File: config.mk
export PLATFORM = sky130hd
export DESIGN_NAME = baud_ctrl
export DESIGN_NICKNAME = d
export VERILOG_FILES = /design/src/rtl/uart_pkg.sv /design/src/rtl/sync_fe.sv /design/src/rtl/baud_ctrl.sv
export SDC_FILE = /design/constraint.sdc
export NUM_CORES = 1
export LEC_CHECK = 0
export CORE_MARGIN = 8
export CORE_UTILIZATION = 35
export DETAILED_ROUTE_END_ITERATION = 6
export PLACE_DENSITY = 0.55
export SYNTH_ARGS = -nofsm -noshare
export SYNTH_HDL_FRONTEND = slang
export SYNTH_SLANG_ARGS = --single-unit
File: constraint.sdc
create_clock -name clk -period 2.4 [get_ports clk]
set_input_delay 0.48 -clock clk [delete_from_list [all_inputs] [get_ports clk]]
set_output_delay 0.48 -clock clk [all_outputs]
set_load 0.05 [all_outputs]
File: src/rtl/uart_pkg.sv
// Shared UART definitions: auto-baud FSM encoding and measurement constants.
package uart_pkg;

  typedef enum logic [1:0] {
    IDLE,
    ARM,
    MEASURE
  } ab_state_t;

  localparam int unsigned MIN_DVSR = 16;
  localparam int unsigned AB_EDGES = 5;
  localparam int unsigned AB_SHIFT = 3;
  localparam int unsigned AB_ROUND = 4;
  localparam int unsigned EDGE_W   = 3;

endpackage

File: src/rtl/sync_fe.sv
// Two-flop synchronizer followed by a registered falling-edge strobe.
// Flops reset to 1 so an idle-high line never produces a spurious edge.
module sync_fe (
  input  logic clk,
  input  logic rst,
  input  logic d,
  output logic fe
);

  logic s1;
  logic s2;
  logic s2_q;

  always_ff @(posedge clk or posedge rst) begin
    if (rst) begin
      s1   <= 1'b1;
      s2   <= 1'b1;
      s2_q <= 1'b1;
      fe   <= 1'b0;
    end else begin
      s1   <= d;
      s2   <= s1;
      s2_q <= s2;
      fe   <= s2_q & ~s2;
    end
  end

endmodule

File: src/rtl/baud_ctrl.sv
// Baud generator divisor owner: manual writes and 0x55 auto-baud measurement,
// each new divisor announced with a one-cycle bg_clr restart strobe.
module baud_ctrl
  import uart_pkg::*;
#(
  parameter int unsigned         bbits    = 16,
  parameter logic [bbits-1:0]    DVSR_RST = 16'd5208
) (
  input  logic             clk,
  input  logic             rst,
  input  logic             rx,
  input  logic             ab_start,
  input  logic             man_we,
  input  logic [bbits-1:0] man_dvsr,
  output logic [bbits-1:0] dvsr,
  output logic             bg_clr,
  output logic             busy,
  output logic             done,
  output logic             err
);

  localparam int unsigned CW = bbits + 3;
  localparam int unsigned SW = bbits + 4;

  ab_state_t           state;
  ab_state_t           state_nxt;
  logic                fe;
  logic [CW-1:0]       cnt;
  logic [CW-1:0]       cnt_nxt;
  logic [EDGE_W-1:0]   ecnt;
  logic [EDGE_W-1:0]   ecnt_nxt;
  logic [SW-1:0]       sum;
  logic [SW-1:0]       q;
  logic                q_ok;
  logic                last_edge;
  logic                timeout;
  logic [bbits-1:0]    dvsr_nxt;
  logic                bg_clr_nxt;
  logic                done_nxt;
  logic                err_nxt;

  sync_fe u_sync_fe (
    .clk (clk),
    .rst (rst),
    .d   (rx),
    .fe  (fe)
  );

  // cnt lags the true cycle count by one, so N = cnt + 1 on the closing edge
  always_comb begin
    sum       = SW'(cnt) + SW'(1) + SW'(AB_ROUND);
    q         = sum >> AB_SHIFT;
    q_ok      = (q >= SW'(MIN_DVSR)) && (q <= SW'({bbits{1'b1}}));
    last_edge = (state == MEASURE) && fe && (ecnt == EDGE_W'(AB_EDGES - 2));
    timeout   = (state == MEASURE) && !last_edge && (cnt == {CW{1'b1}});
  end

  always_ff @(posedge clk or posedge rst) begin
    if (rst) state <= IDLE;
    else     state <= state_nxt;
  end

  always_comb begin
    state_nxt = state;
    case (state)
      IDLE:    if (ab_start) state_nxt = ARM;
      ARM:     if (fe) state_nxt = MEASURE;
      MEASURE: if (last_edge || timeout) state_nxt = IDLE;
      default: state_nxt = IDLE;
    endcase
  end

  always_comb begin
    dvsr_nxt   = dvsr;
    bg_clr_nxt = 1'b0;
    done_nxt   = 1'b0;
    err_nxt    = 1'b0;
    cnt_nxt    = cnt;
    ecnt_nxt   = ecnt;
    case (state)
      IDLE: begin
        if (man_we) begin
          dvsr_nxt   = man_dvsr;
          bg_clr_nxt = 1'b1;
        end
      end
      ARM: begin
        if (fe) begin
          cnt_nxt  = '0;
          ecnt_nxt = '0;
        end
      end
      MEASURE: begin
        cnt_nxt = cnt + CW'(1);
        if (fe) ecnt_nxt = ecnt + EDGE_W'(1);
        if (last_edge) begin
          if (q_ok) begin
            dvsr_nxt   = q[bbits-1:0];
            done_nxt   = 1'b1;
            bg_clr_nxt = 1'b1;
          end else begin
            err_nxt = 1'b1;
          end
        end else if (timeout) begin
          err_nxt = 1'b1;
        end
      end
      default: ;
    endcase
  end

  always_ff @(posedge clk or posedge rst) begin
    if (rst) begin
      cnt    <= '0;
      ecnt   <= '0;
      dvsr   <= DVSR_RST;
      bg_clr <= 1'b0;
      done   <= 1'b0;
      err    <= 1'b0;
      busy   <= 1'b0;
    end else begin
      cnt    <= cnt_nxt;
      ecnt   <= ecnt_nxt;
      dvsr   <= dvsr_nxt;
      bg_clr <= bg_clr_nxt;
      done   <= done_nxt;
      err    <= err_nxt;
      busy   <= (state_nxt != IDLE);
    end
  end

endmodule

== Yosys cells after proc, flatten, opt, wreduce, memory -nomap -nowiden ==
Cells that the tools add are included.
Storage, ports and cells
  register bits after elaboration: 48
  latch bits: 0
  memory bits (writable): 0
  ROM bits: 0
  output and inout bits: 20
  word-level logic and storage cells: 65
  memories: 0
Cells by class
  $add $sub $neg: 4
  multiply operators: 0
  divide/modulo/power cells: 0
  $lt $le $gt $ge: 2
  equality and inequality tests: 9
  shifts and indexed selects: 0
  mux-type cells: 22
  bitwise logic cells: 2
  reductions and logical operators: 14
Operators with widths (number)
  $mux 16: 3
  $pmux 19 s2: 1
  $pmux 16 s2: 1
  $add 19x1->20 const B: 1
  $add 20x3->20 const B: 1
  $add 19x1->19 const B: 1
  $eq 19x19->1 const B: 1
  $mux 19: 1
  $ge 17x5->1 const B: 1
  $le 17x16->1 const B: 1
  $mux 1: 8
  $mux 2: 3
  $mux 3: 2
  $ne 2x2->1 const B: 3
  $pmux 2 s3: 1
  $pmux 3 s2: 1
  $reduce_bool 2->1: 3
  $logic_and 1x1->1: 5
  $ne 2x1->1 const B: 2
  $reduce_and 4->1: 1
  $add 3x1->3 const B: 1
  $eq 3x2->1 const B: 1
  $reduce_and 3->1: 1
  $eq 2x1->1 const B: 1
  other kinds (8): 8

== Depth between registers and ports, before layout ==
  depth after elaboration: 10
  gate-level depth with buffers: 10
  mapped depth without buffers: 9

== Cells and area by module ==
A second synthesis with hierarchy kept.
Second synthesis, totals
  cell total of the unflattened synthesis: 331
  area, all modules: 3009.1 sq um
Modules (own cells, without submodules)
  baud_ctrl: instances 1, cells each 325, area each 2887.8 sq um, seq. area each 1107.3 sq um
  sync_fe: instances 1, cells each 6, area each 121.4 sq um, seq. area each 103.8 sq um

== Worst setup path before layout ==
No wires, ideal clock.
  kind: register to register
  start point: register cnt[0]
  end point: register dvsr[0]
  arrival: 2330 ps
  data required time: 2274 ps
  slack: -56 ps
  stages on the path, launching flop included: 11
  path buffers: 2
  clock period less this slack: 2456 ps
  cells stage by stage: dfrtp_1 -> ha_1 -> o21ai_1 -> or3_1 -> buf_6 -> or3_1 -> nand3_1 -> nor4b_4 -> a21o_4 -> buf_8 -> a221o_1
Between the ends
  word-level cells in the longest chain between the ends: 6
Ends and longest elaborated chain
  start: declaration: RTL line baud_ctrl.sv:28  | logic [CW-1:0] cnt;
  start signal: assignment: RTL line baud_ctrl.sv:122  | cnt <= cnt_nxt;
  $add 19x1->20 *: RTL line baud_ctrl.sv:51  | sum = SW'(cnt) + SW'(1) + SW'(AB_ROUND);
  $add 20x3->20 *: RTL line baud_ctrl.sv:51
  $ge 17x5->1 / $le 17x16->1 (equally long branches): RTL line baud_ctrl.sv:53  | q_ok = (q >= SW'(MIN_DVSR)) && (q <= SW'({bbits{1'b1}}));
  $logic_and 1x1->1: RTL line baud_ctrl.sv:53
  $ne 2x2->1 (no line)
  $reduce_and 4->1 (no line)
  end signal: assignment: RTL line baud_ctrl.sv:124  | dvsr <= dvsr_nxt;
  end: declaration: RTL line baud_ctrl.sv:15  | output logic [bbits-1:0] dvsr,
Mark *: on every way between the ends. The rest lies on a longest branch, timed or not. The select of a mux whose other input is x is not followed.
A chain may end at the register's enable or synchronous reset.

== Final worst setup path ==
  start point: register cnt[1]
  end point: register dvsr[7]
The elaborated chain is that of the path after synthesis.

==> impl_metrics.yaml <==
outcome:
  status: "finished clean"
job:
  timing.max_cap.violations: 0
timing:
  setup-tns-final_ps: 0
  clock_skew_ps: 11.1
  final_max_slew_viol_count: 0
  hold_viol_final: 0
  maximum_achievable_frequency_mhz: 433
  rsz0062_at_grt: "true"
  worst-slew-pin-transition_ps: 515
  finalCritPeriodShare: 0.963
  maxSlewHeadroom: 0.655
  setup_violations: 0
  finalCriticalPeriod_ps: 2310
synth:
  syn_area_um2: 2800
  async_flop_share: 1.00
  post_synth_inst_count: 306
  synth_area_leaders: "sky130_fd_sc_hd__dfrtp_1 (36%), sky130_fd_sc_hd__dfstp_2 (7.5%), sky130_fd_sc_hd__nor2_1 (5.1%)"
  synth_top_cell_by_area: "sky130_fd_sc_hd__dfrtp_1"
  ys_seq_elements: 48
  number_of_enable_type_register_cells_in_the_synthesized_netlist: 0
  synth.distinct_cells: 51
  yosysTopAreaCellShare: 0.357
  synth_fp_nets: 334
  postSynth.topFlopCell: "sky130_fd_sc_hd__dfrtp_1"
  avgSynthCellArea_um2: 9.16
  seq_area_frac_synth: 0.432
  yosys_warnings: 0
worst_setup_path:
  regToRegSetupSlack_ps: 90
  worstSetupEndpointType: "register"
  regToRegEndpoint: "dvsr[7]"
  crit_top_cell: "sky130_fd_sc_hd__or3_4"
  crit_arrival_ps: 2500
  worst_r2r_path_depth: 9
  worstPathBufferInverterCount: 1
  timing.critical_path.slowest_stage_cell: "sky130_fd_sc_hd__dfrtp_1"
  worstSetupStartpoint: "cnt[1]"
  worst_path_dominant_cell_family: "simple AND/OR/NAND/NOR gates"
  criticalPathCategory: "reg -> reg"
  timing.critical_path.required_ps: 2590
  r2r-start: "cnt[1]"
  crit_path_cell_trace: "ha_4, o21ai_4, or3_4, or3_4, nand3_4, nor4b_4, buf_6, a21o_4, a221o_2"
  wp_depth: 9
  critical_path.startpoint_type: "register"
  timing.critical_path.fanout_max: 8
  critical_path.endpoint: "dvsr[7]"
  timing.critical_path.slowest_cell_delay_ps: 400
clock_tree:
  clock-root-buffer: "sky130_fd_sc_hd__clkbuf_8"
  holdBufCountCts: 0
  clk_pin_slew_ps: 90
  cts_max_path_buffers: 2
  clkLatencyLatePin_ps: 300
  ctsHtreeMaxLevel: 2
  clock-sinks: 48
  cts-buffers-inserted: 5
  cts_tree: "yes"
grt:
  number_of_antenna_violations_at_the_first_check_in_global_routing: 0
  grt_pass1_vias: 2523
  globalRouteTotalUtil: 0.135
  grt_first_pass_wirelength_um: 12500
  largest_net_degree_at_the_start_of_global_routing: 26
  overflow_left_after_global_routing: 0
power:
  powerDensity_nw_per_um2: 875
  power_w: 0.00332
  total_leakage_power_nw: 1.59
  vdd_drop_max_mv: 0.321
die:
  die_w_um: 106
  starting_utilization_of_the_core_area: 0.363
  floorplan.rows: 32
  core_region_area_um2: 7730
  die_h_um: 106
  io-pin-count: 41
  dieArea_um2: 11100
routing:
  wl_per_cell_um: 14.7
  drt_pre_antenna_iters: 4
  antenna_left: 0
  route.vias.total: 2462
  sum_of_routed_wire_length_over_all_layers_um: 7140
  avgViaCountPerCell: 5.09
  dr.first_iter.drc_count: 93
  drcViolationCount: 0
final_layout:
  layout-drive-gt1-share: 0.241
  final_core_utilization: 0.491
  final_common_cell: "sky130_fd_sc_hd__buf_4"
  post_route_cell_area_um2: 3790
  area_delta_synth_final_pct: 35.3
  layout.nets: 409
  final_cell_mix: "sky130_fd_sc_hd__buf_4 (44), sky130_fd_sc_hd__clkdlybuf4s50_1 (40), sky130_fd_sc_hd__dfrtp_1 (39), sky130_fd_sc_hd__nor2_1 (37), sky130_fd_sc_hd__nand2_1 (29)"
  antennaDiodeCount: 0
place:
  dp_hpwl_um: 5540
  io_buffers: 40
  gp_routability_congestion: 0.901
  placed_area_um2: 3560
hold_path:
  timing.hold.worst.class: "reg -> reg"
-- report_power, final --
part | total, W | internal [W] | switching (W) | leakage (nW)
Clock | 0.000478 | 0.000204 | 0.000274 | 0.0412
Sequential | 0.00117 | 0.00103 | 0.000133 | 0.610
Combinational | 0.00168 | 0.000664 | 0.00101 | 0.940
-- worst min-delay path by stage --
| stage | from | to | slack [ps] | cells past startpoint |
|---|---|---|---|---|
| 3_5_place_dp | u_sync_fe.s1 | u_sync_fe.s2 | 350 | 0 |
| 5_1_grt | u_sync_fe.s1 | u_sync_fe.s2 | 370 | 0 |
| 6_report | u_sync_fe.s1 | u_sync_fe.s2 | 360 | 0 |
| 3_3_place_gp | u_sync_fe.s1 | u_sync_fe.s2 | 350 | 0 |
| 2_1_floorplan | u_sync_fe.s1 | u_sync_fe.s2 | 350 | 0 |
| 4_1_cts | u_sync_fe.s1 | u_sync_fe.s2 | 370 | 0 |
-- area by class of cell --
type,instances,area [um^2]
clock buffers,6,72.6
well taps,102,128
multi-input cells,229,1550
clock inverters,2,12.5
inverters,9,33.8
flip-flops and latches,48,1210
repair buffers,88,785
fillers,729,3930
-- stage by stage --
step	std cells	setup slack, ps	hold slack, ps
final	484	89.3	362
after global routing	484	-8.45	371
after CTS	480	1.47	366
after detailed placement	469	-63.5	347
after global placement	469	-46.6	352
after floorplan	306	4.01	345
-- state kept, by name, summed over array words and instances (netlist names), 2 cells and up --
name	count
ecnt	3
dvsr	16
cnt	19
state	2
-- cell families (layout without fill, tap and decap cells) --
logic type | after synthesis | count (layout) | share of synthesized area
buffers and inverters | 30 | 105 | 0.0518
AOI/OAI and AO/OA | 64 | 65 | 0.163
muxes | 2 | 2 | 0.00714
adders and majority gates | 7 | 7 | 0.0312
DFF | 48 | 48 | 0.432
xor gates and xnor gates | 28 | 28 | 0.0875
and+or+nand+nor | 127 | 127 | 0.227
-- cells in the mapped netlist (3+ instances only) --
cell and count:
sky130_fd_sc_hd__nand2_1 30, sky130_fd_sc_hd__nor2_1 38, sky130_fd_sc_hd__xnor2_1 15, sky130_fd_sc_hd__dfstp_2 8, sky130_fd_sc_hd__dfrtp_1 40, sky130_fd_sc_hd__o21ai_0 17
sky130_fd_sc_hd__nand3_1 15, sky130_fd_sc_hd__a22o_1 4, sky130_fd_sc_hd__or2_2 3, sky130_fd_sc_hd__nor3_1 12, sky130_fd_sc_hd__buf_2 7, sky130_fd_sc_hd__or3_1 6
sky130_fd_sc_hd__a31oi_1 3, sky130_fd_sc_hd__inv_1 9, sky130_fd_sc_hd__clkbuf_1 9, sky130_fd_sc_hd__xor2_1 13, sky130_fd_sc_hd__and3_1 5, sky130_fd_sc_hd__ha_1 7
sky130_fd_sc_hd__a221o_1 10, sky130_fd_sc_hd__a21oi_1 12, sky130_fd_sc_hd__o22ai_1 4
-- per-layer routing --
layer,part of all wire,GRT usage,vias to the layer above
met3,0.045,0.0280,2
met4,0.0046,0.0392,0
met2,0.49,0.228,59
li1,-,-,1228
met5,0,0,-
met1,0.46,0.170,1173
-- repair_timing --
action                     in CTS  in global routing
gates resized for setup         5                 17
pin swaps                       0                  8
cloned                          0                  1
buffers inserted                3                  3
setup endpoints to repair      14                 18
Note: power is estimated with default switching activity, not from simulation.
